File: src/rtl/gf180mcu_osu_clkdiv_if.sv
// Divide-ratio request channel for the clock divider.
// The source holds DIV_IN stable while DIV_VLD && !DIV_RDY.
interface gf180mcu_osu_clkdiv_if #(
   parameter int W = 8
);
   logic [W-1:0] DIV_IN;
   logic         DIV_VLD;
   logic         DIV_RDY;

   modport master (
      output DIV_IN,
      output DIV_VLD,
      input  DIV_RDY
   );

   modport slave (
      input  DIV_IN,
      input  DIV_VLD,
      output DIV_RDY
   );
endinterface

File: src/rtl/gf180mcu_osu_clkdiv.sv
// Programmable integer clock divider with a registered, glitch-free CLKO.
// Ratio updates and stops only take effect on period boundaries.
module gf180mcu_osu_clkdiv #(
   parameter int W       = 8,
   parameter int DIV_RST = 2
) (
   input  logic                   CLK,
   input  logic                   RST,
   input  logic                   EN,
   gf180mcu_osu_clkdiv_if.slave   div,
   output logic                   CLKO,
   output logic                   TICK,
   output logic                   ACTIVE
);
   typedef enum logic [1:0] {
      IDLE  = 2'd0,
      RUN   = 2'd1,
      DRAIN = 2'd2
   } state_t;

   localparam logic [W-1:0] ONE     = W'(1);
   localparam logic [W-1:0] TWO     = W'(2);
   localparam logic [W-1:0] RST_DIV = W'(DIV_RST);

   state_t       state;
   state_t       state_n;
   logic [W-1:0] cnt;
   logic [W-1:0] cnt_n;
   logic [W-1:0] div_act;
   logic [W-1:0] div_act_n;
   logic [W-1:0] div_pend;
   logic [W-1:0] div_sat;
   logic         pend_vld;
   logic         last;
   logic         bnd;
   logic         apply;
   logic         xfer;
   logic         clko_n;

   assign last      = (cnt == div_act - ONE);
   assign bnd       = (state == IDLE) || last;
   assign apply     = bnd && pend_vld;
   assign xfer      = div.DIV_VLD && !pend_vld;
   assign div_sat   = (div.DIV_IN < TWO) ? TWO : div.DIV_IN;
   assign div_act_n = apply ? div_pend : div_act;
   assign cnt_n     = bnd ? '0 : cnt + ONE;

   // CLKO is derived from next-state values so the pin is a bare flop.
   assign clko_n = (state_n != IDLE) && (cnt_n < (div_act_n >> 1));

   always_ff @(posedge CLK or posedge RST) begin
      if (RST) begin
         state <= IDLE;
      end else begin
         state <= state_n;
      end
   end

   always_comb begin
      state_n = state;
      unique case (state)
         IDLE: begin
            if (EN) state_n = RUN;
         end
         RUN: begin
            if (!EN) state_n = bnd ? IDLE : DRAIN;
         end
         DRAIN: begin
            if (EN)       state_n = RUN;
            else if (bnd) state_n = IDLE;
         end
         default: state_n = IDLE;
      endcase
   end

   always_comb begin
      ACTIVE      = (state != IDLE);
      TICK        = (state != IDLE) && last;
      div.DIV_RDY = !pend_vld;
   end

   always_ff @(posedge CLK or posedge RST) begin
      if (RST) begin
         cnt      <= '0;
         div_act  <= RST_DIV;
         div_pend <= RST_DIV;
         pend_vld <= 1'b0;
         CLKO     <= 1'b0;
      end else begin
         cnt     <= cnt_n;
         div_act <= div_act_n;
         CLKO    <= clko_n;
         // Apply uses the registered flag, so a same-cycle transfer waits.
         if (xfer) begin
            div_pend <= div_sat;
            pend_vld <= 1'b1;
         end else if (apply) begin
            pend_vld <= 1'b0;
         end
      end
   end
endmodule

File: src/flat_wrapper.sv
// flat-port wrapper written by rule: the top's interface ports become plain ports
module gf180mcu_osu_clkdiv_flat 
#(
   parameter int W       = 8,
   parameter int DIV_RST = 2
)
  (CLK, RST, EN, CLKO, TICK, ACTIVE, div_DIV_IN, div_DIV_VLD, div_DIV_RDY);
  gf180mcu_osu_clkdiv_if #(.W(W)) div_i ();
  input  logic CLK;
  input  logic RST;
  input  logic EN;
  output logic CLKO;
  output logic TICK;
  output logic ACTIVE;
  input wire logic [$bits(div_i.DIV_IN)-1:0] div_DIV_IN;
  input wire logic [$bits(div_i.DIV_VLD)-1:0] div_DIV_VLD;
  output wire logic [$bits(div_i.DIV_RDY)-1:0] div_DIV_RDY;
  assign div_i.DIV_IN = div_DIV_IN;
  assign div_i.DIV_VLD = div_DIV_VLD;
  assign div_DIV_RDY = div_i.DIV_RDY;
  gf180mcu_osu_clkdiv #(.W(W), .DIV_RST(DIV_RST)) u_core (.CLK(CLK), .RST(RST), .EN(EN), .div(div_i), .CLKO(CLKO), .TICK(TICK), .ACTIVE(ACTIVE));
endmodule
File: config.mk
export PLATFORM = sky130hd
export DESIGN_NAME = gf180mcu_osu_clkdiv_flat
export DESIGN_NICKNAME = d
export VERILOG_FILES = /design/src/rtl/gf180mcu_osu_clkdiv_if.sv /design/src/rtl/gf180mcu_osu_clkdiv.sv /design/src/flat_wrapper.sv
export SDC_FILE = /design/constraint.sdc
export NUM_CORES = 1
export LEC_CHECK = 0
export CORE_ASPECT_RATIO = 0.5
export CORE_MARGIN = 1
export CORE_UTILIZATION = 35
export DETAILED_ROUTE_END_ITERATION = 10
export PLACE_DENSITY = 0.58
export SLEW_MARGIN = 20
export SYNTH_ARGS = -nofsm -noshare
export SYNTH_HDL_FRONTEND = slang
export SYNTH_SLANG_ARGS = --single-unit
File: constraint.sdc
create_clock -name CLK -period 6.79 [get_ports CLK]
set_input_delay 0.679 -clock CLK [delete_from_list [all_inputs] [get_ports CLK]]
set_output_delay 0.679 -clock CLK [all_outputs]
set_load 0.02 [all_outputs]
==> impl_metrics.csv, run 1 <==
group,metric,value,unit
power,ir_worst_vdd,0.171,mV
synthesis,synth_cell_types,41,
global_route,track_usage,0.152,
drt,via_per_inst,4.85,
worst_setup_path,end_kind,"flip-flop",
global_route,grt_pass1_vias,1195,
cells_and_area,diodes,0,
drt,ant_nets,0,
worst_setup_path,worstPathRequired,6.97,ns
power,power.leakage,0.897,nW
timing,drv_slew,0,
placement,io_buffers,15,
power,p_per_area,427,nW/µm²
clock_tree,cts_sinks,28,
timing,setup_viol,0,
die,die_width,100,µm
timing,hold_viol,0,
power,seq_power_share,0.384,
synthesis,ys_warn_count,0,
timing,finalClockSkew,0.00464,ns
global_route,grt_pass1_wl,5.87,mm
timing,timing.fmax,0.278,GHz
worst_setup_path,cp.arrival,3.77,ns
die,rows,17,
clock_tree,hold_buffers,0,
worst_setup_path,worstSetupStartpointType,"flip-flop",
global_route,gr-total-overflow,0,
cells_and_area,final_common_cell,"nand2_1",
power,clock_power_share,0.160,
synthesis,syn_nets,188,
die,die-area,5100,µm²
cells_and_area,syn2layout_area_growth,15.6,%
cells_and_area,drive_above_1_share,0.117,
die,initial_core_util,0.373,
synthesis,ys_seq_elements,28,
timing,slew_headroom,0.619,
cells_and_area,num-nets-final,201,
synthesis,synth_mux_area_frac,0.111,
power,total_power,0.000829,W
synthesis,synthSimpleGateAreaFrac,0.174,
synthesis,synth_top_family_by_area,"simple AND/OR/NAND/NOR gates",
run_status,status,"complete, no violations",
timing,fin_tns_setup,0,ns
clock_tree,cts_tree,"yes",
min_path,hold_class,"flip-flop to flip-flop",
drt,drc,0,
global_route,antenna_found_initial,0,
clock_tree,post-cts-setup-buffers,0,
synthesis,synth_top_area_frac,0.387,
drt,post_drt_wl_per_cell,14.0,µm
power,net-switching-power,0.000333,W
synthesis,syn_avg_cell_area,10.0,µm²
synthesis,synth_area,1680,µm²
power,internal_power,0.000497,W
timing,rsz0062_at_grt,"false",
worst_setup_path,path_max_fanout,14,
clock_tree,cts_resized,0,
clock_tree,worstSkewPairLatency,0.28,ns
cells_and_area,layout_common_cells,"nand2_1 (29), dfrtp_1 (26), nor2_1 (16)",
clock_tree,clockRootBuffer,"clkbuf_8",
synthesis,yosys-top-cells-area,"dfrtp_1 (39%), nand2_1 (6.5%), ha_1 (6.0%)",
synthesis,seq_area_frac_synth,0.418,
drt,drt_wl_total,3.43,mm
clock_tree,cts_made_buffers,3,
worst_setup_path,worst-setup-path-type,"flip-flop to flip-flop",
synthesis,synth_compound_area_frac,0.116,
clock_tree,htree_levels,1,
timing,period_needed,3.59,ns
job,cap_violations,0,
power,p_sw_frac,0.401,
synthesis,synth_top_area_cell,"dfrtp_1",
placement,dp_hpwl,2.64,mm
timing,tightestPinTransition,0.571,ns
die,core-area,4510,µm²
drt,drt_iter0_drc,61,
synthesis,synth_xor_area_frac,0.0833,
die,io_pins,16,
timing,post-route-period-util,0.529,
drt,num_vias,1194,
cells_and_area,fin_util,0.431,
synthesis,syn_inst,168,
clock_tree,clockBufferDepth,2,
synthesis,synth_fa_ha_area_frac,0.0595,
timing,whs,0.508,ns
drt,firstDrtPassIters,4,
clock_tree,path_clk_slew,0.10,ns
die,die_h,51.0,µm
global_route,grt_max_degree,29,
power,power_frac_comb,0.455,
placement,gp_congestion,0.806,
## synthesized netlist by cell type
master and instances:
nand2_1 29, dfrtp_1 26, nor2_1 16, xnor2_1 9, ha_1 8, mux2i_1 7, xor2_1 7, inv_1 6
a21oi_1 4, mux2_2 4, mux2_4 4, nand3_1 4, o21ai_0 4, buf_2 3, nor2b_1 3, nor3_1 3
a211oi_1 2, and3_1 2, clkbuf_1 2, dfstp_2 2, nor4_2 2, o21bai_1 2, a2111oi_4 1, a211o_1 1
a21boi_0 1, a21o_1 1, a221oi_1 1, a22o_1 1, a31o_2 1, a41oi_1 1, buf_4 1, buf_6 1
mux2_1 1, nand2_4 1, nand4_1 1, nor4_1 1, o2111ai_1 1, o211a_1 1, o31a_1 1, o41a_1 1
or2_4 1
## layout make-up
cell class              instances  area, µm²
clock inverters                 1       30.0
clock buffers                   3       41.3
inverters                       6       22.5
well taps                      66       82.6
flip-flops and latches         28        703
repair buffers                 15        150
fillers                       463       2560
multi-input cells             127        915
## path summary, 6_finish.rpt
| path | end | cells past startpoint | startpoint | slack, ns |
|---|---|---|---|---|
| max | u_core.CLKO$_DFF_PP0_ | 14 | u_core.div_act[1]$_DFF_PP1_ | 3.20 |
| min | u_core.div_pend[4]$_DFFE_PP0P_ | 2 | u_core.div_pend[4]$_DFFE_PP0P_ | 0.51 |
| max reg2reg | u_core.CLKO$_DFF_PP0_ | 14 | u_core.div_act[1]$_DFF_PP1_ | 3.20 |
| min reg2reg | u_core.div_pend[4]$_DFFE_PP0P_ | 2 | u_core.div_pend[4]$_DFFE_PP0P_ | 0.51 |
| max in group asynchronous | u_core.div_pend[1]$_DFFE_PP1P_ | 2 | RST | 5.64 |
| min in group asynchronous | u_core.CLKO$_DFF_PP0_ | 2 | RST | 0.77 |
## cells by family after synthesis
kind of cell	count (synthesis)
mux	16
fa+ha+maj	8
compound gates	24
simple gates	63
xor+xnor	16
flops	28
buf+inv	13
## registers in the layout (all words and copies together) (netlist names)
name             cells
u_core.CLKO          1
u_core.cnt           8
u_core.div_act       8
u_core.div_pend      8
u_core.pend_vld      1
u_core.state         2
## through the flow
| stage | instances | cell area [µm²] | setup WS [ns] |
|---|---|---|---|
| after CTS | 246 | 1940 | 3.21 |
| after floorplan | 168 | 1680 | 3.55 |
| after detailed placement | 242 | 1870 | 3.25 |
| after global routing | 246 | 1940 | 2.93 |
| final | 246 | 1940 | 3.20 |
| after global placement | 242 | 1870 | 3.30 |
## routing by layer
metal | wire, µm | GRT usage | vias to the layer above
li1 | - | - | 603
met5 | 0 | 0 | -
met1 | 1900 | 0.219 | 562
met2 | 1400 | 0.239 | 26
met3 | 129 | 0.0328 | 3
met4 | 11 | 0.0217 | 0
## power groups by stage
stage          Combinational (W)  Clock (W)  Sequential (W)
3_3_place_gp            0.000374          0        0.000320
2_1_floorplan           0.000320          0        0.000285
5_1_grt                 0.000420   0.000142        0.000331
3_5_place_dp            0.000375          0        0.000320
6_report                0.000378   0.000133        0.000319
4_1_cts                 0.000379   0.000135        0.000317
## critical path, cell delays in order (launching register included)
cell       delay, ns
dfstp_2         0.57
inv_1           0.07
ha_1            0.28
o21bai_1        0.19
a211oi_1        0.23
o21bai_1        0.10
nand2_1         0.08
a31o_2          0.33
nand2_4         0.21
mux2i_1         0.17
ha_1            0.32
o2111ai_1       0.13
o41a_1          0.39
mux2_1          0.29
o211a_1         0.12
(Power assumes the default switching activity.)
==> inputs of run 2 (changes only) <==
--- a/config.mk
+++ b/config.mk
@@ -9,7 +9,7 @@
 export CORE_MARGIN = 1
 export CORE_UTILIZATION = 35
 export DETAILED_ROUTE_END_ITERATION = 10
-export PLACE_DENSITY = 0.58
+export PLACE_DENSITY = 0.6
 export SLEW_MARGIN = 20
 export SYNTH_ARGS = -nofsm -noshare
 export SYNTH_HDL_FRONTEND = slang
==> constraint.sdc (replaced) <==
create_clock -name CLK -period 3 [get_ports CLK]
set_input_delay 0.3 -clock CLK [delete_from_list [all_inputs] [get_ports CLK]]
set_output_delay 0.3 -clock CLK [all_outputs]
set_load 0.02 [all_outputs]
==> impl_metrics.csv, run 2 (same netlist as run 1, synthesis figures left out) <==
group,metric,value,unit
timing,finalClockSkew,0.00313,ns
drt,firstDrtPassIters,4,
global_route,track_usage,0.175,
worst_setup_path,cpMostUsedCell,"buf_6",
cells_and_area,multi_input_area,987,µm²
cells_and_area,register_area,703,µm²
die,io_pins,16,
worst_setup_path,worstPathRequired,3.17,ns
worst_setup_path,cp_slowest_cell,"dfstp_2",
cells_and_area,fillers,413,
worst_setup_path,worstReg2RegStart,"u_core.div_act[1]$_DFF_PP1_",
cells_and_area,syn2layout_area_growth,36.7,%
clock_tree,cts_tree,"yes",
cells_and_area,reg.largest.list,"u_core.cnt x8, u_core.div_act x8, u_core.div_pend x8",
clock_tree,clockRootBuffer,"clkbuf_8",
drt,drt_iter0_drc,69,
drt,ant_nets,0,
timing,slew_headroom,0.718,
worst_setup_path,startpoint,"u_core.div_act[1]$_DFF_PP1_",
worst_setup_path,rr_worst_depth,14,
clock_tree,clockBufferDepth,2,
global_route,grt_pass1_vias,1355,
timing,finalWorstSetupSlack,-0.297,ns
clock_tree,cts_made_buffers,3,
worst_setup_path,path_max_fanout,5,
placement,placed_area,2040,µm²
worst_setup_path,cp.arrival,3.47,ns
placement,io_buffers,15,
min_path,hold_class,"primary input to async pin",
power,p_per_area,1040,nW/µm²
cells_and_area,design_area,2300,µm²
worst_setup_path,crit_path_end,"u_core.CLKO$_DFF_PP0_",
timing,post-route-period-util,1.10,
power,total_power,0.00238,W
clock_tree,cts_sinks,28,
worst_setup_path,worstSetupStartpointType,"flip-flop",
global_route,grt_max_degree,29,
job,cap_violations,0,
power,power.leakage,1.08,nW
clock_tree,path_clk_slew,0.09,ns
timing,setup_viol,1,
worst_setup_path,r2r-end,"u_core.CLKO$_DFF_PP0_",
worst_setup_path,slowest_delay,0.39,ns
global_route,grt_pass1_wl,6.78,mm
worst_setup_path,end_kind,"flip-flop",
die,core-area,4510,µm²
run_status,status,"complete, but fails checks",
run_status,violations,"setup timing",
die,initial_core_util,0.373,
clock_tree,htree_levels,1,
placement,gp_congestion,0.856,
die,die-area,5100,µm²
worst_setup_path,worst-setup-path-type,"flip-flop to flip-flop",
die,die_width,100,µm
timing,tightestPinTransition,0.422,ns
cells_and_area,finalNonFillerCells,281,
timing,rsz0062_at_grt,"true",
timing,timing.fmax,0.303,GHz
placement,place_inst,263,
worst_setup_path,rrSetupSlack,-0.30,ns
timing,drv_slew,0,
cells_and_area,diodes,0,
placement,pre_cts_ws,-0.225,ns
global_route,gr-total-overflow,0,
cells_and_area,layout_common_cells,"buf_4 (30), nand2_1 (29), dfrtp_1 (26)",
cells_and_area,num-nets-final,236,
die,rows,17,
drt,num_vias,1421,
drt,via_per_inst,5.06,
clock_tree,hold_buffers,0,
power,ir_worst_vdd,0.369,mV
placement,dp_hpwl,2.98,mm
clock_tree,worstSkewPairLatency,0.27,ns
cells_and_area,final_common_cell,"buf_4",
drt,post_drt_wl_per_cell,15.0,µm
timing,hold_viol,0,
global_route,antenna_found_initial,0,
timing,period_needed,3.30,ns
die,die_h,51.0,µm
worst_setup_path,path_cells,"buf_6, or2_4, nor4_4, xnor2_2, a2111oi_4, a31o_4, buf_4, buf_6, nor2_2, ha_2, o2111ai_2, o41a_1, mux2_4, o211a_1",
drt,drt_wl_total,4.21,mm
cells_and_area,drive_above_1_share,0.298,
drt,drc,0,
## run 2: cell count changes in the layout (fill, tap and decap cells not counted), sizes merged
cell           before  now
clkdlybuf4s50      15   14
clkdlybuf4s15       0    1
buf                 0   35
## run 2: worst min path at each step
stage / end / from / depth (start not counted) / slack [ns]
6_report: u_core.div_pend[5]$_DFFE_PP0P_ / RST / 3 / 0.40
5_1_grt: u_core.div_pend[5]$_DFFE_PP0P_ / RST / 3 / 0.45
4_1_cts: u_core.div_pend[7]$_DFFE_PP0P_ / RST / 3 / 0.42
3_5_place_dp: u_core.state[1]$_DFF_PP0_ / u_core.state[1]$_DFF_PP0_ / 1 / 0.49
3_3_place_gp: u_core.state[1]$_DFF_PP0_ / u_core.state[0]$_DFF_PP0_ / 1 / 0.49
2_1_floorplan: u_core.CLKO$_DFF_PP0_ / RST / 1 / 0.36
## run 2: per-stage QoR
| step | utilization | TNS, ns | hold slack [ns] |
|---|---|---|---|
| 6_report | 0.510 | -0.297 | 0.403 |
| 5_1_grt | 0.510 | -0.439 | 0.449 |
| 4_1_cts | 0.489 | -0.208 | 0.417 |
| 3_5_place_dp | 0.453 | -0.225 | 0.494 |
| 3_3_place_gp | 0.453 | -0.158 | 0.488 |
| 2_1_floorplan | - | -0.128 | 0.364 |
## run 2: final cells by class
cell class	instances	share of cell area
clock inverter	1	0.0131
sequential	28	0.306
timing repair buffer	50	0.188
multi-input combinational	127	0.430
tap	66	0.0359
inverter	6	0.00980
clock buffer	3	0.0180
## run 2: power breakdown
part | internal (W) | switching, W
combinational | 0.000761 | 0.000621
clock | 0.000179 | 0.000116
sequential | 0.000526 | 0.000182
## run 2: critical path: cells and delay by family (launching register included)
kind	cells	cell delay (ns)
fa+ha+maj	1	0.33
mux	1	0.26
simple gates	3	0.57
flops	1	0.39
xor+xnor	1	0.13
buf+inv	3	0.34
compound gates	5	1.18
## run 2: routing by layer
metal	part of all wire	track usage
met1	0.48	0.248
met2	0.46	0.277
met3	0.043	0.0287
met4	0.021	0.0507
met5	0	0
## run 2: repair_timing
item | 4_1_cts | 5_1_grt
resized for setup | 9 | 10
setup endpoints to repair | 2 | 1
setup buffers | 7 | 7
pin swaps | 8 | 15
==> inputs of run 3 (changes only) <==
--- a/config.mk
+++ b/config.mk
@@ -8,8 +8,10 @@
 export CORE_ASPECT_RATIO = 0.5
 export CORE_MARGIN = 1
 export CORE_UTILIZATION = 35
+export CTS_BUF_LIST = sky130_fd_sc_hd__clkbuf_8
 export DETAILED_ROUTE_END_ITERATION = 10
-export PLACE_DENSITY = 0.6
+export DONT_BUFFER_PORTS = 1
+export PLACE_DENSITY = 0.56
 export SLEW_MARGIN = 20
 export SYNTH_ARGS = -nofsm -noshare
 export SYNTH_HDL_FRONTEND = slang
==> impl_metrics.csv, run 3 (same netlist as run 1, synthesis figures left out) <==
group,metric,value,unit
run_status,status,"complete, but fails checks",
run_status,violations,"setup timing",
worst_setup_path,critPathTopFamily,"compound AO/OA/AOI/OAI gates",
die,die_width,100,µm
placement,dp_hpwl,2.94,mm
global_route,grt_pass1_vias,1257,
drt,ant_nets,0,
cells_and_area,fin_util,0.470,
job,cap_violations,0,
clock_tree,cts_tree,"yes",
power,power.leakage,0.979,nW
clock_tree,clockRootBuffer,"clkbuf_8",
worst_setup_path,slowest_delay,0.39,ns
die,initial_core_util,0.373,
drt,drt_wl_total,3.81,mm
min_path,hold_start,"EN",
global_route,gr-total-overflow,0,
cells_and_area,finalNonFillerCells,259,
global_route,antenna_found_initial,0,
clock_tree,clockBufferDepth,2,
global_route,grt_pass1_wl,6.33,mm
worst_setup_path,worstSetupStartpointType,"flip-flop",
clock_tree,path_clk_slew,0.10,ns
cells_and_area,final_common_cell,"nand2_1",
timing,slew_headroom,0.616,
power,clock_power_share,0.136,
global_route,grt_max_degree,29,
cells_and_area,syn2layout_area_growth,26.0,%
worst_setup_path,worstPathRequired,3.18,ns
drt,drt_iter0_drc,60,
placement,io_buffers,0,
worst_setup_path,startpoint,"u_core.div_act[1]$_DFF_PP1_",
power,net-switching-power,0.000866,W
timing,drv_slew,0,
timing,timing.fmax,0.316,GHz
power,p_sw_frac,0.392,
worst_setup_path,path_max_fanout,8,
clock_tree,worstSkewPairLatency,0.28,ns
placement,place_inst,250,
clock_tree,htree_levels,1,
placement,gp_congestion,0.789,
clock_tree,cts_sinks,28,
min_path,hold_class,"primary input to flip-flop",
power,p_per_area,1040,nW/µm²
die,die-area,5100,µm²
cells_and_area,drive_above_1_share,0.301,
drt,num_vias,1274,
die,rows,17,
timing,setup_viol,1,
power,ir_worst_vdd,0.439,mV
timing,hold_viol,0,
timing,tightestPinTransition,0.574,ns
worst_setup_path,path_buf_inv,1,
timing,post-route-period-util,1.05,
die,io_pins,16,
worst_setup_path,end_kind,"flip-flop",
cells_and_area,num-nets-final,214,
drt,firstDrtPassIters,4,
drt,post_drt_wl_per_cell,14.7,µm
placement,pre_cts_ws,-0.251,ns
power,power_frac_comb,0.536,
timing,rsz0062_at_grt,"true",
drt,via_per_inst,4.92,
worst_setup_path,worst-setup-path-type,"flip-flop to flip-flop",
worst_setup_path,cp_slowest_cell,"dfstp_2",
cells_and_area,multi_input_area,1020,µm²
cells_and_area,diodes,0,
worst_setup_path,worstReg2RegStart,"u_core.div_act[1]$_DFF_PP1_",
cells_and_area,register_area,703,µm²
clock_tree,cts_made_buffers,3,
power,seq_power_share,0.327,
timing,period_needed,3.16,ns
cells_and_area,layout_common_cells,"nand2_1 (29), buf_4 (26), dfrtp_1 (26)",
global_route,track_usage,0.166,
timing,finalClockSkew,0.00325,ns
worst_setup_path,cp.arrival,3.34,ns
timing,finalWorstSetupSlack,-0.163,ns
drt,drc,0,
cells_and_area,fillers,445,
die,core-area,4510,µm²
worst_setup_path,path_cells,"buf_6, or2_4, nor4_4, xnor2_2, a2111oi_4, a31o_4, nand2_8, mux2i_4, ha_4, o2111ai_2, o41a_1, mux2_4, o211a_1",
power,internal_power,0.00134,W
die,die_h,51.0,µm
cells_and_area,reg.largest.list,"u_core.cnt x8, u_core.div_act x8, u_core.div_pend x8",
run 3: changes by cell type in the layout (fill, tap and decap cells not counted), moves of 2 or more:
cell	delta
ha_4	+2
ha_1	-2
buf_6	-4
buf_4	-4
clkdlybuf4s50_1	-14
mux2i_4	+2
run 3: layer usage:
| layer | track usage | vias to the layer above | routed length, µm | share of wire |
|---|---|---|---|---|
| met5 | 0 | - | 0 | 0 |
| met4 | 0.0362 | 0 | 14 | 0.0037 |
| met3 | 0.0328 | 2 | 131 | 0.034 |
| met2 | 0.278 | 21 | 1750 | 0.46 |
| met1 | 0.225 | 619 | 1920 | 0.50 |
| li1 | - | 632 | - | - |
run 3: area by class of cell:
class,count,share of cell area
Tap cell,66,0.0390
Sequential cell,28,0.332
Inverter,6,0.0106
Timing Repair Buffer,28,0.102
Clock inverter,1,0.0142
Multi-Input combinational cell,127,0.483
Clock buffer,3,0.0195
run 3: what timing repair did:
item	4_1_cts	5_1_grt
endpoints found under the hold margin	0	26
hold buffers	0	1
gates resized for setup	11	3
buffers inserted	3	1
pin swaps	6	5
setup endpoints to repair	1	1
run 3: power groups by stage:
| stage | Clock (W) | Sequential, W | Combinational (W) |
|---|---|---|---|
| global placement | 0 | 0.000701 | 0.00103 |
| global route | 0.000322 | 0.000742 | 0.00130 |
| finish | 0.000301 | 0.000723 | 0.00119 |
| detailed placement | 0 | 0.000703 | 0.00104 |
| floorplan | 0 | 0.000645 | 0.000750 |
| CTS | 0.000307 | 0.000717 | 0.00115 |
run 3: worst register-to-register path, delay by kind of cell, from the launching register on:
kind                       cells  cell delay [ns]
DFF                            1             0.39
and+or+nand+nor                3             0.54
buffers and inverters          1             0.11
muxes                          2             0.48
adders and majority gates      1             0.28
AOI/OAI and AO/OA              5             1.14
xor gates and xnor gates       1             0.12
run 3: worst paths after layout:
| check | end | slack, ns | cells after the start |
|---|---|---|---|
| max | u_core.CLKO$_DFF_PP0_ | -0.16 | 13 |
| min | u_core.state[1]$_DFF_PP0_ | 0.07 | 1 |
| max reg2reg | u_core.CLKO$_DFF_PP0_ | -0.16 | 13 |
| min reg2reg | u_core.state[1]$_DFF_PP0_ | 0.50 | 1 |
| max in group asynchronous | u_core.cnt[6]$_DFF_PP0_ | 2.09 | 2 |
| min in group asynchronous | u_core.div_pend[7]$_DFFE_PP0P_ | 0.53 | 2 |
run 3: per-stage QoR:
step                      setup TNS [ns]  hold slack (ns)  total power (W)  area (µm²)
final                             -0.163           0.0701          0.00221        2120
after global routing              -0.280           0.0614          0.00236        2120
after CTS                         -0.187           0.0636          0.00218        2080
after detailed placement          -0.251            0.376          0.00174        1910
after global placement            -0.190            0.368          0.00173        1910
after floorplan                   -0.128            0.364          0.00140        1700
